--- config.mk ---
export PLATFORM = sky130hd
export DESIGN_NAME = xor_checksum_ctrl
export DESIGN_NICKNAME = d
export VERILOG_FILES = /design/src/rtl/xor_checksum_ctrl.sv
export SDC_FILE = /design/constraint.sdc
export NUM_CORES = 1
export LEC_CHECK = 0
export ABC_AREA = 1
export CAP_MARGIN = 25
export CORE_MARGIN = 10
export CORE_UTILIZATION = 50
export DETAILED_ROUTE_END_ITERATION = 7
export PLACE_DENSITY = 0.76
export SYNTH_ARGS = -nofsm -noshare
export SYNTH_HDL_FRONTEND = slang
export SYNTH_HIERARCHICAL = 1
export SYNTH_SLANG_ARGS = --single-unit
--- constraint.sdc ---
create_clock -name clk -period 4.7 [get_ports clk]
set_input_delay 1.41 -clock clk [delete_from_list [all_inputs] [get_ports clk]]
set_output_delay 1.41 -clock clk [all_outputs]
set_load 0.1 [all_outputs]
--- src/rtl/xor_checksum_ctrl.sv ---
// XOR checksum job controller: accumulates a length-delimited stream of 32-bit words
// into a single XOR checksum, with abort, stall and back-to-back job support.

module xor32_unit (
  input  logic [31:0] a_i,
  input  logic [31:0] b_i,
  output logic [31:0] y_o
);

  assign y_o = a_i ^ b_i;

endmodule

module xor_checksum_ctrl #(
  parameter int unsigned LEN_W = 8
) (
  input  logic             clk,
  input  logic             rst,
  input  logic             start,
  input  logic [LEN_W-1:0] len,
  input  logic             abort,
  input  logic [31:0]      din,
  input  logic             din_valid,
  output logic             din_ready,
  output logic             busy,
  output logic             done,
  output logic [31:0]      result,
  output logic [LEN_W-1:0] words_left
);

  typedef enum logic [1:0] {StIdle, StRun, StDone} state_e;

  localparam logic [LEN_W-1:0] One = LEN_W'(1);

  state_e           state_q;
  logic [31:0]      acc_q;
  logic [31:0]      acc_xor;
  logic [31:0]      result_q;
  logic [LEN_W-1:0] words_left_q;
  logic             din_ready_q;
  logic             busy_q;
  logic             done_q;

  xor32_unit u_xor (
    .a_i (acc_q),
    .b_i (din),
    .y_o (acc_xor)
  );

  always_ff @(posedge clk or posedge rst) begin
    if (rst) begin
      state_q      <= StIdle;
      acc_q        <= '0;
      result_q     <= '0;
      words_left_q <= '0;
      din_ready_q  <= 1'b0;
      busy_q       <= 1'b0;
      done_q       <= 1'b0;
    end else begin
      case (state_q)
        StIdle: begin
          if (start) begin
            acc_q        <= '0;
            words_left_q <= len;
            busy_q       <= 1'b1;
            if (len == '0) begin
              // Empty job: checksum of nothing is zero, published immediately.
              state_q  <= StDone;
              result_q <= '0;
              done_q   <= 1'b1;
            end else begin
              state_q     <= StRun;
              din_ready_q <= 1'b1;
            end
          end
        end
        StRun: begin
          // Abort wins over a simultaneous handshake; that word is dropped.
          if (abort) begin
            state_q     <= StIdle;
            din_ready_q <= 1'b0;
            busy_q      <= 1'b0;
          end else if (din_valid && (words_left_q != '0)) begin
            acc_q        <= acc_xor;
            words_left_q <= words_left_q - One;
            if (words_left_q == One) begin
              state_q     <= StDone;
              result_q    <= acc_xor;
              din_ready_q <= 1'b0;
              done_q      <= 1'b1;
            end
          end
        end
        StDone: begin
          state_q <= StIdle;
          done_q  <= 1'b0;
          busy_q  <= 1'b0;
        end
        default: begin
          state_q     <= StIdle;
          din_ready_q <= 1'b0;
          busy_q      <= 1'b0;
          done_q      <= 1'b0;
        end
      endcase
    end
  end

  assign din_ready  = din_ready_q;
  assign busy       = busy_q;
  assign done       = done_q;
  assign result     = result_q;
  assign words_left = words_left_q;

endmodule

# Word-level counts from Yosys, hierarchy flattened
# Cells that the tools add are included.
[classes] n_bitwise=2 n_addsub=1 mux=35 eq_ne=12 n_reduce_logical=11
[op_table] op="2-to-1 mux 32 bit" n=8
[op_table] op="case mux 32 bit (2 select lines)" n=2
[op_table] op="XOR 32 bit" n=1
[op_table] op="2-to-1 mux 8 bit" n=3
[op_table] op="case mux 8 bit (2 select lines)" n=1
[op_table] op="inequality test 2 bit (second input constant)" n=7
[op_table] op="2-to-1 mux 1 bit" n=12
[op_table] op="2-to-1 mux 2 bit" n=5
[op_table] op="AND reduction 5 bit" n=2
[op_table] op="equality test 8 x 1 -> 1 bit (second input constant)" n=1
[op_table] op="zero test 8 bit" n=1
[op_table] op="nonzero test 8 bit" n=1
[op_table] op="subtractor 8 x 1 -> 8 bit (second input constant)" n=1
[op_table] op="inequality test 3 bit (second input constant)" n=2
[op_table] op="AND reduction 6 bit" n=1
[op_table] op="case mux 1 bit (2 select lines)" n=2
[op_table] op="case mux 2 bit (2 select lines)" n=1
[op_table] op="AND reduction 4 bit" n=1
[op_table] op="case mux 1 bit (3 select lines)" n=1
[op_table] op="AND reduction 3 bit" n=1
[op_table] op="equality test 2 x 1 -> 1 bit (second input constant)" n=1
[op_table] op="equality test 2 bit (second input constant)" n=1
[op_table] op="zero test 2 bit" n=1
[op_table] op="AND reduction 2 bit" n=1
[op_table] op="3 further kinds" n=3
[word_totals] inputBits=45 elab_cells=68 regBits=77

# Depth between registers and ports, before layout
[depth] ltp_word=5 ltp_mapped=11 ltp_nobuf=10

# Cells and area by module
# The synthesis kept the hierarchy.
[modules_own_cells] mod="xor_checksum_ctrl" area_each_um2=3654.8 n_inst=1 cells_each=479 seq_area_each_um2=1926.8
[modules_own_cells] mod="xor32_unit" area_each_um2=600.6 n_inst=1 cells_each=160 seq_area_each_um2=0.0

# Worst setup path after synthesis
# No wires, ideal clock.
[synth_path] path_kind="register -> output" from="reg words_left_q[2], in the netlist words_left[2]" to="out words_left[2]" t_arrival_ps=997 path_stages_with_launch=1 path_slack_ps=2293 t_required_ps=3290 cell_sequence="dfrtp_1"
[synth_rtl] item="from (decl)" line_no="39" rtl="logic [LEN_W-1:0] words_left_q;"
[synth_rtl] item="from (signal assigned)" line_no="64" rtl="words_left_q <= len;"
[synth_rtl] item="from (signal assigned)" line_no="85" rtl="words_left_q <= words_left_q - One;"
[synth_rtl] item="to (decl)" line_no="28" rtl="output logic [LEN_W-1:0] words_left"
# No word-level cell between the ends.

# Worst setup path after layout
[layout_path] from="reg words_left_q[3], in the netlist words_left[3]" to="out words_left[3]"
# No word-level cell between the ends.

==> metrics.cfg <==
[timing]
finalCritPeriodShare=0.726
drv_slew=0
fin_crit_ns=3.41
maxSlewHeadroom=0.323
rsz0062_at_grt=no
fmaxAchievable_mhz=293
hold_violations=0
timing.final.ws_setup_ns=1.29
skew_ns=0.0108
hold-worst-slack_ns=0.485
fin_setup_tns_ns=0
worst_pin_slew_ns=1.01
setup_viol=0

[place]
hpwlAfterDp_um=7240
portBuffers=87
gp_congestion=0.839
place_ws_ns=1.09

[worst_setup_path]
r2r_cells=8
max_stage_delay_ns=1.19
critPathKind=reg -> out
reg2reg_slack_ns=2.12
start_kind=flip-flop
crit_chain=clkdlybuf4s50_1
crit_family=buffers and inverters
r2r-start=state_q[0]
slowest_stage=clkdlybuf4s50_1
cp-end-kind=primary output
r2r_end=result[7]
worstPathArrival_ns=2.00
path_max_fanout=5
crit_buf_inv=1
required_ns=3.29

[routing]
drtAntennaViolNets=0
finalWirelength_um=10400
vias=3944
drc_errors=0
routed_via_density=4.76
wl_met1_um=4790
top_layer=met4
drt_first_pass_iters=4
wire_per_inst_um=12.6
route.met2.wl_um=4920
drt_iter0_markers=235
wl_met3_um=548

[run]
drv_cap=0

[floorplanning]
die-area_um2=12600
boundaryPins=88
rows=33
die_h_um=112
fp.dieW_um=112
core-area_um2=8260
start_util=0.515

[logic_synthesis]
syn_nets=687
ys.flop_type=dfrtp_1
synth_top_area_frac=0.453
yosys.area.top_type=dfrtp_1
async_flop_share=1.00
ys_seq_area_frac=0.453
netlist_top_cells_count=nand2_1, inv_1, dfrtp_1, nor2_1, nand3_1
ys_seq_elements=77
ys_types=19
synth_most_common_cell=nand2_1
postSynthAreaPerCell_um2=6.66
postSynthCellCount=639
synth_enable_flop_cells=0
yosys_warnings=6
synthTopCellsByArea=dfrtp_1, nand2_1, inv_1
netlist_area_um2=4260

[layout]
regArea_um2=1930
insertedDiodeCount=0
multiInputGateArea_um2=1770
fin_nets=767
fillers=739
area_growth_pct=26.1
drive_above_1_share=0.0401

[clocking]
clk_pin_slew_worst_paths_ns=0.08
htreeDepth=3
clkSinkCount=77
cts_hold_buf=0
cts_root_buf=clkbuf_8
numCtsBuffers=9
cts_tree=built
ctsResizeCount=0
clock_path_buffers=2
cts_setup_buffers=0
clk_latency_ns=0.35

[global_routing]
grt_start_max_net_pins=45
grt_pass1_vias=3808
antenna_found_initial=0
overflow=0
track_usage=0.164
grt_pass1_wl_um=17800

[hold_path]
holdPathStages=2
worstHoldStart=result[10]
worstHoldPathType=reg -> reg
hold_end=result[10]

[status]
outcome=completed

==> layer usage <==
| metal | track usage | vias up |
|---|---|---|
| met5 | 0 | - |
| met4 | 0.0516 | 0 |
| met3 | 0.0405 | 16 |
| met2 | 0.267 | 99 |
| met1 | 0.209 | 1796 |
| li1 | - | 2033 |
==> state kept, by name, summed over array words and instances (netlist names) <==
signal / flops
words_left: 8
state_q: 2
din_ready: 1
acc_q: 32
busy: 1
result: 32
done: 1
==> stage by stage <==
stage               cells   util  cell area (um^2)
floorplan             639      -              4260
global placement      813  0.624              5150
detailed placement    813  0.624              5150
CTS                   829  0.650              5370
global route          829  0.650              5370
finish                829  0.650              5370
==> how the worst max path moves through the flow <==
| stage | endpoint | startpoint | cells past startpoint |
|---|---|---|---|
| 2_1_floorplan | acc_q[0] | rst | 1 |
| 3_3_place_gp | result[0] | len[1] | 9 |
| 3_5_place_dp | result[0] | len[1] | 9 |
| 4_1_cts | words_left[2] | words_left[2] | 1 |
| 5_1_grt | result[17] | len[1] | 9 |
| 6_report | words_left[3] | words_left[3] | 1 |
==> cell usage in the layout (no fill, tap or decap) <==
cell and count:
nand2_1 303, inv_1 113, clkdlybuf4s50_1 87, dfrtp_1 77
nor2_1 48, nand3_1 44, o21ai_0 13, clkbuf_8 11
nor2_4 4, a21oi_1 3, ha_1 3, buf_4 3
nor3_1 2, inv_2 2, nand4_1 2, clkinv_2 2
clkinvlp_4 2, nor2_8 1, nand3_4 1, nand2_2 1
clkinv_4 1, bufinv_16 1
==> area by class of cell <==
cell class                 count  share of cell area
sequential                    77               0.359
multi-input combinational    425               0.329
timing repair buffer          90               0.167
inverter                     116              0.0814
clock buffer                  11              0.0282
tap                          105              0.0245
clock inverter                 5              0.0110
==> kinds of logic after synthesis <==
kind of cell / count (synthesis) / synth area share
and+or+nand+nor: 406 / 0.388
buffers and inverters: 137 / 0.132
DFF: 77 / 0.453
AOI/OAI and AO/OA: 16 / 0.0188
adders and majority gates: 3 / 0.00882
Power is not shown: default switching activity piles up to over one toggle a cycle in this logic, so the estimate is an artifact.
